$ cat src/rtl/ifetch_queue_if.sv
// Fetch-unit bus bundle: instruction-memory request/response, redirect and decode handshake.
// Carries fetch_misalign only when IFETCH_MISALIGN_CHECK_EN is defined.
interface ifetch_queue_if;
    logic        imem_req_valid;
    logic        imem_req_ready;
    logic [31:0] imem_req_addr;
    logic        imem_rsp_valid;
    logic [31:0] imem_rsp_data;
    logic        redirect_valid;
    logic [31:0] redirect_pc;
    logic        instr_valid;
    logic        instr_ready;
    logic [31:0] instr;
    logic [31:0] instr_pc;
    logic [31:0] instr_pc_plus4;
`ifdef IFETCH_MISALIGN_CHECK_EN
    logic        fetch_misalign;
`endif

    modport master (
        output imem_req_valid, imem_req_addr,
        input  imem_req_ready, imem_rsp_valid, imem_rsp_data,
        input  redirect_valid, redirect_pc,
        output instr_valid, instr, instr_pc, instr_pc_plus4,
        input  instr_ready
`ifdef IFETCH_MISALIGN_CHECK_EN
        , output fetch_misalign
`endif
    );

    modport slave (
        input  imem_req_valid, imem_req_addr,
        output imem_req_ready, imem_rsp_valid, imem_rsp_data,
        output redirect_valid, redirect_pc,
        input  instr_valid, instr, instr_pc, instr_pc_plus4,
        output instr_ready
`ifdef IFETCH_MISALIGN_CHECK_EN
        , input fetch_misalign
`endif
    );
endinterface

$ cat src/rtl/ifetch_queue.sv
// Instruction-fetch front end: PC owner, in-order imem requests, prefetch FIFO, redirect flush.
// Optional misaligned-redirect HALT state enabled by IFETCH_MISALIGN_CHECK_EN.
module ifetch_queue #(
    parameter int          DEPTH    = 4,
    parameter logic [31:0] RESET_PC = 32'h0000_0000
) (
    input logic           clk,
    input logic           reset,
    ifetch_queue_if.master bus
);
    localparam int AW = $clog2(DEPTH);
    typedef logic [AW:0] cnt_t;
    typedef enum logic [1:0] {BOOT, RUN, HALT} state_t;

    state_t          state_q, state_d;
    logic [31:0]     fetch_pc;
    cnt_t            count, outstanding, kill, occ, outstanding_nx;
    logic [AW-1:0]   head, tail, tag_wr, tag_rd;
    logic [31:0]     fifo_data [DEPTH];
    logic [31:0]     fifo_pc   [DEPTH];
    logic [31:0]     tag_pc    [DEPTH];
    logic            redir, redir_bad, req_valid, accept, rsp, rsp_kill, push, pop, head_valid;

    assign redir = bus.redirect_valid;
`ifdef IFETCH_MISALIGN_CHECK_EN
    logic misalign_q;
    assign redir_bad          = redir && (bus.redirect_pc[1:0] != 2'b00);
    assign bus.fetch_misalign = misalign_q;
`else
    logic unused_pc_lsb;
    assign redir_bad     = 1'b0;
    assign unused_pc_lsb = ^bus.redirect_pc[1:0];
`endif

    // Credit uses registered occupancy only, so a pop frees its slot one cycle later.
    assign occ            = count + outstanding;
    assign accept         = req_valid && bus.imem_req_ready;
    assign rsp            = bus.imem_rsp_valid && (outstanding != '0);
    assign rsp_kill       = rsp && (kill != '0);
    assign push           = rsp && !rsp_kill && !redir;
    assign head_valid     = (count != '0);
    assign pop            = head_valid && bus.instr_ready;
    assign outstanding_nx = outstanding + cnt_t'(accept) - cnt_t'(rsp);

    always_comb begin
        state_d   = state_q;
        req_valid = 1'b0;
        case (state_q)
            BOOT:    state_d = RUN;
            RUN:     req_valid = (occ < cnt_t'(DEPTH)) && !redir;
            HALT:    state_d = HALT;
            default: state_d = BOOT;
        endcase
        if (redir) state_d = redir_bad ? HALT : RUN;
    end

    always_ff @(posedge clk or negedge reset) begin
        if (!reset) begin
            state_q     <= BOOT;
            fetch_pc    <= RESET_PC;
            count       <= '0;
            outstanding <= '0;
            kill        <= '0;
            head        <= '0;
            tail        <= '0;
            tag_wr      <= '0;
            tag_rd      <= '0;
`ifdef IFETCH_MISALIGN_CHECK_EN
            misalign_q  <= 1'b0;
`endif
        end else begin
            state_q     <= state_d;
            outstanding <= outstanding_nx;
            if (accept) tag_wr <= tag_wr + 1'b1;
            if (rsp)    tag_rd <= tag_rd + 1'b1;
            if (redir) begin
                // Everything still in flight after this edge belongs to the old stream.
                fetch_pc <= {bus.redirect_pc[31:2], 2'b00};
                kill     <= outstanding_nx;
                count    <= '0;
                head     <= '0;
                tail     <= '0;
`ifdef IFETCH_MISALIGN_CHECK_EN
                misalign_q <= redir_bad;
`endif
            end else begin
                if (accept)   fetch_pc <= fetch_pc + 32'd4;
                if (rsp_kill) kill     <= kill - 1'b1;
                count <= count + cnt_t'(push) - cnt_t'(pop);
                if (push) tail <= tail + 1'b1;
                if (pop)  head <= head + 1'b1;
            end
        end
    end

    always_ff @(posedge clk) begin
        if (accept) tag_pc[tag_wr] <= fetch_pc;
        if (push) begin
            fifo_data[tail] <= bus.imem_rsp_data;
            fifo_pc[tail]   <= tag_pc[tag_rd];
        end
    end

    assign bus.imem_req_valid = req_valid;
    assign bus.imem_req_addr  = {fetch_pc[31:2], 2'b00};
    assign bus.instr_valid    = head_valid;
    assign bus.instr          = head_valid ? fifo_data[head] : 32'h0;
    assign bus.instr_pc       = head_valid ? fifo_pc[head] : 32'h0;
    assign bus.instr_pc_plus4 = head_valid ? fifo_pc[head] + 32'd4 : 32'h0;
endmodule

$ cat src/flat_wrapper.sv
// flat-port wrapper written by rule: the top's interface ports become plain ports
module ifetch_queue_flat 
#(
    parameter int          DEPTH    = 4,
    parameter logic [31:0] RESET_PC = 32'h0000_0000
)
  (clk, reset, bus_imem_req_valid, bus_imem_req_addr, bus_imem_req_ready, bus_imem_rsp_valid, bus_imem_rsp_data, bus_redirect_valid, bus_redirect_pc, bus_instr_valid, bus_instr, bus_instr_pc, bus_instr_pc_plus4, bus_instr_ready);
  ifetch_queue_if bus_i ();
  input logic clk;
  input logic reset;
  output wire logic [$bits(bus_i.imem_req_valid)-1:0] bus_imem_req_valid;
  output wire logic [$bits(bus_i.imem_req_addr)-1:0] bus_imem_req_addr;
  input wire logic [$bits(bus_i.imem_req_ready)-1:0] bus_imem_req_ready;
  input wire logic [$bits(bus_i.imem_rsp_valid)-1:0] bus_imem_rsp_valid;
  input wire logic [$bits(bus_i.imem_rsp_data)-1:0] bus_imem_rsp_data;
  input wire logic [$bits(bus_i.redirect_valid)-1:0] bus_redirect_valid;
  input wire logic [$bits(bus_i.redirect_pc)-1:0] bus_redirect_pc;
  output wire logic [$bits(bus_i.instr_valid)-1:0] bus_instr_valid;
  output wire logic [$bits(bus_i.instr)-1:0] bus_instr;
  output wire logic [$bits(bus_i.instr_pc)-1:0] bus_instr_pc;
  output wire logic [$bits(bus_i.instr_pc_plus4)-1:0] bus_instr_pc_plus4;
  input wire logic [$bits(bus_i.instr_ready)-1:0] bus_instr_ready;
  assign bus_imem_req_valid = bus_i.imem_req_valid;
  assign bus_imem_req_addr = bus_i.imem_req_addr;
  assign bus_i.imem_req_ready = bus_imem_req_ready;
  assign bus_i.imem_rsp_valid = bus_imem_rsp_valid;
  assign bus_i.imem_rsp_data = bus_imem_rsp_data;
  assign bus_i.redirect_valid = bus_redirect_valid;
  assign bus_i.redirect_pc = bus_redirect_pc;
  assign bus_instr_valid = bus_i.instr_valid;
  assign bus_instr = bus_i.instr;
  assign bus_instr_pc = bus_i.instr_pc;
  assign bus_instr_pc_plus4 = bus_i.instr_pc_plus4;
  assign bus_i.instr_ready = bus_instr_ready;
  ifetch_queue #(.DEPTH(DEPTH), .RESET_PC(RESET_PC)) u_core (.clk(clk), .reset(reset), .bus(bus_i));
endmodule
$ cat config.mk
export PLATFORM = sky130hd
export DESIGN_NAME = ifetch_queue_flat
export DESIGN_NICKNAME = d
export VERILOG_FILES = /design/src/rtl/ifetch_queue_if.sv /design/src/rtl/ifetch_queue.sv /design/src/flat_wrapper.sv
export SDC_FILE = /design/constraint.sdc
export NUM_CORES = 1
export LEC_CHECK = 0
export CAP_MARGIN = 20
export CORE_MARGIN = 5
export CORE_UTILIZATION = 40
export CTS_CLUSTER_SIZE = 28
export DETAILED_ROUTE_END_ITERATION = 7
export GPL_TIMING_DRIVEN = 1
export HOLD_SLACK_MARGIN = 0.06
export PLACE_DENSITY = 0.63
export REMOVE_ABC_BUFFERS = 1
export SYNTH_ARGS = -nofsm -noshare
export SYNTH_HDL_FRONTEND = slang
export SYNTH_SLANG_ARGS = --single-unit
$ cat constraint.sdc
create_clock -name clk -period 6 [get_ports clk]
set_input_delay 1.2 -clock clk [delete_from_list [all_inputs] [get_ports clk]]
set_output_delay 1.2 -clock clk [all_outputs]
set_load 0.02 [all_outputs]
==> metrics.md <==
| Metric | Value |
|---|---|
| Status | `complete, no violations` |
| Async S/R FF share, synth | `11.8%` |
| Routed WL | `38900 um` |
| Sequential fraction of the synthesis area | `70.1%` |
| Layout area overhead | `22.8%` |
| DP Worst Slack | `0.883 ns` |
| Reg area | `12300 sq um` |
| Routability cong. | `0.745` |
| Top delay family on crit path | `simple AND/OR/NAND/NOR gates` |
| Max-cap check violation count | `0` |
| Initial antenna violation count | `0` |
| Vias in the first global route | `9973` |
| Mapped Cells | `1009` |
| Highest clock rate | `176 MHz` |
| R2R cell count | `11` |
| Io pins | `200` |
| Critical path's slowest cell | `or4b_1` |
| Critical path buffer and inverter count | `1` |
| Antenna-violating nets left | `0` |
| GRT overflow | `0` |
| Post-route insts no fill | `1837` |
| Rel. slew slack | `32.5%` |
| CP Data Arrival Time | `4.47 ns` |
| Avg Inst Size Synth | `17.4 sq um` |
| Clock Latency Late Sink | `0.56 ns` |
| Root buf cell | `clkbuf_16` |
| Via-to-Cell Ratio | `5.30` |
| Die Span Y | `219 um` |
| Avg WL per Cell | `21.2 um` |
| Die width | `219 um` |
| Clock buffer depth | `3` |
| Htree depth | `2` |
| Required time of the worst setup path | `4.80 ns` |
| Cell variety after synth | `58` |
| Ys flop type | `edfxtp_1` |
| Core area | `43200 sq um` |
| Setup CP Type | `flip-flop to primary output` |
| CTS tree | `yes` |
| Slowest stage delay, CP | `0.82 ns` |
| Area used by multi-input combinational logic | `4830 sq um` |
| Worst slew pin tran | `1.01 ns` |
| Drc violations | `0` |
| FF+latch count, synth | `417` |
| Placed Instances | `1753` |
| Clk_skew | `0.0124 ns` |
| Crit path cell chain | `mux4_1 > ha_1 > nand3_1 > or4b_1 > or4_1 > a21oi_1 > clkdlybuf4s50_1` |
| Min-delay src | `u_core.state_q[0]$_DFFE_PN0P_` |
| Power per cell area | `452 nW/um^2` |
| Setup violators final | `0` |
| Stages on worst setup path | `7` |
| Worst VDD drop | `257 uV` |
| Vias | `9732` |
| Worst-path clk slew | `0.06 ns` |
| Worst hold path class | `flip-flop to flip-flop` |
| Final Hold Fails | `0` |
| Largest net degree at the start of global routing | `62` |
| CP startpoint | `u_core.head[0]$_DFFE_PN0P_` |
| RSZ-0062 raised after global routing | `false` |
| Post-DP HPWL | `25000 um` |
| Final total power | `9710 uW` |
| CP endpoint kind | `primary output` |
| Post_cts resized | `0` |
| Nets | `1305` |
| Total negative slack | `0 ns` |
| Initial core utilization | `40.6%` |
| GRT Resource Usage Total | `16.2%` |
| Worst setup margin | `0.327 ns` |
| Hold buffers post-CTS | `0` |
| Row count | `76` |
| Layout cell share with drive strength beyond 1 | `13.5%` |
| FF-to-FF Start | `u_core.count[1]$_DFF_PN0_` |
| Synthesized cell area | `17500 sq um` |
| Final-layout fill cell count | `3666` |
| Placed Area | `20000 sq um` |
| Setup fix buffers added after clock tree synthesis | `0` |
| First-pass GRT wire length | `60000 um` |
| Static Leak | `0.00706 uW` |
| PortBufs | `191` |
| Synth Warn # | `0` |
| CTS sink cnt | `417` |
| Design area | `21500 sq um` |
| Critical Path Start Type | `flip-flop` |
| Minimum clock period | `5.67 ns` |
| Number of flops mapped to enable cells by yosys | `368` |
| Hold depth | `1` |
| CTS Buf Count | `45` |
| Max-slew violations | `0` |
| Drt first-iter violations | `604` |
| Total die area | `48100 sq um` |
| Crit path max fanout | `27` |
| DR pass1 iterations | `5` |
| Final Cycle Share | `94.5%` |
-- report_power, final --
part	internal, uW	switching (uW)	total (uW)
combinational	1430	1790	3220
sequential	3570	213	3780
clock	1610	1100	2700
-- cells in the final DEF (no fill, tap or decap), types with 20 or more instances in the layout --
cell type / Yosys / final
edfxtp_1: 368 / 368
clkdlybuf4s50_1: 0 / 190
and2_1: 70 / 70
mux4_2: 65 / 65
clkbuf_16: 0 / 47
dfrtp_1: 49 / 46
nor2_1: 41 / 41
nand2_1: 39 / 39
inv_1: 28 / 27
mux4_1: 26 / 26
a21oi_1: 24 / 24
o21ai_0: 24 / 24
nand3_1: 24 / 24
buf_4: 7 / 20
-- state kept, by name, indices dropped and copies added, names as in the netlist --
| register | count |
|---|---|
| u_core.state_q | 2 |
| u_core.fetch_pc | 30 |
| u_core.count | 3 |
| u_core.fifo_pc | 120 |
| u_core.head | 2 |
| u_core.tag_pc | 120 |
| u_core.tail | 2 |
| u_core.tag_wr | 2 |
| u_core.outstanding | 3 |
| u_core.tag_rd | 2 |
| u_core.kill | 3 |
| u_core.fifo_data | 128 |
-- synth_stat cells (3+ instances only) --
master	instances	area (sq um)
edfxtp_1	368	11100
and2_1	70	438
mux4_2	65	1460
dfrtp_1	49	1230
nor2_1	41	154
nand2_1	39	146
clkbuf_1	35	131
inv_1	28	105
mux4_1	26	683
a21oi_1	24	120
nand3_1	24	120
o21ai_0	24	120
nand4_1	18	113
or4_1	18	135
a31oi_1	17	106
ha_1	17	213
o31ai_1	16	120
and3_1	15	93.8
or3_1	15	93.8
xnor2_1	15	131
xor2_1	10	87.6
buf_1	8	30.0
and4_1	7	61.3
buf_4	7	52.6
nor3_1	5	25.0
a221o_1	4	40.0
clkbuf_8	3	41.3
o31a_1	3	26.3
-- cell type report --
type	instances	share of cell area, %
diodes	1	0.0116
clock buffers	57	5.64
clock inverters	25	1.11
inverters	29	0.506
multi-input cells	510	22.5
flip-flops and latches	417	57.1
well taps	585	3.40
repair buffers	213	9.75
-- per-layer routing --
metal	global-route usage, %	up-vias	routed length [um]
met4	4.04	0	696
met5	0	-	0
met3	3.37	52	2220
met2	26.6	319	18800
met1	22.5	4922	17200
li1	-	4439	-
-- worst reg2reg max path: stages (launching register included) --
cell	delay [ns]
dfrtp_1	0.45
ha_1	0.30
a31oi_1	0.19
xnor2_1	0.21
nand3_1	0.15
buf_4	0.33
clkinv_1	0.54
ha_1	0.43
fa_1	0.38
xnor2_1	0.22
nand2_1	0.08
o21ai_0	0.08
-- path summary, 6_finish.rpt --
kind | to | slack (ns)
min reg2reg | u_core.state_q[1]$_DFFE_PN0P_ | 0.42
min | u_core.state_q[1]$_DFFE_PN0P_ | 0.42
min in group asynchronous | u_core.state_q[0]$_DFFE_PN0P_ | 0.76
max in group asynchronous | u_core.head[0]$_DFFE_PN0P_ | 4.74
max reg2reg | u_core.kill[2]$_DFFE_PN0P_ | 2.57
max | bus_instr_pc_plus4[24] | 0.33
-- kinds of logic (layout without fill, tap and decap cells) --
family / count (synthesis) / after routing / share of synthesized area (%)
DFF: 417 / 417 / 70.1
and+or+nand+nor: 265 / 265 / 8.53
AOI/OAI and AO/OA: 101 / 101 / 3.65
muxes: 94 / 94 / 12.5
buffers and inverters: 87 / 324 / 2.50
xor gates and xnor gates: 25 / 25 / 1.25
adders and majority gates: 19 / 19 / 1.44
other: 1 / 7 / 0.0214
-- per-stage QoR --
step	utilization, %	hold slack [ns]
after floorplan	-	0.394
after global placement	46.4	0.404
after detailed placement	46.4	0.415
after CTS	49.8	0.423
after global routing	49.8	0.443
final	49.8	0.419
(Power assumes the default switching activity.)
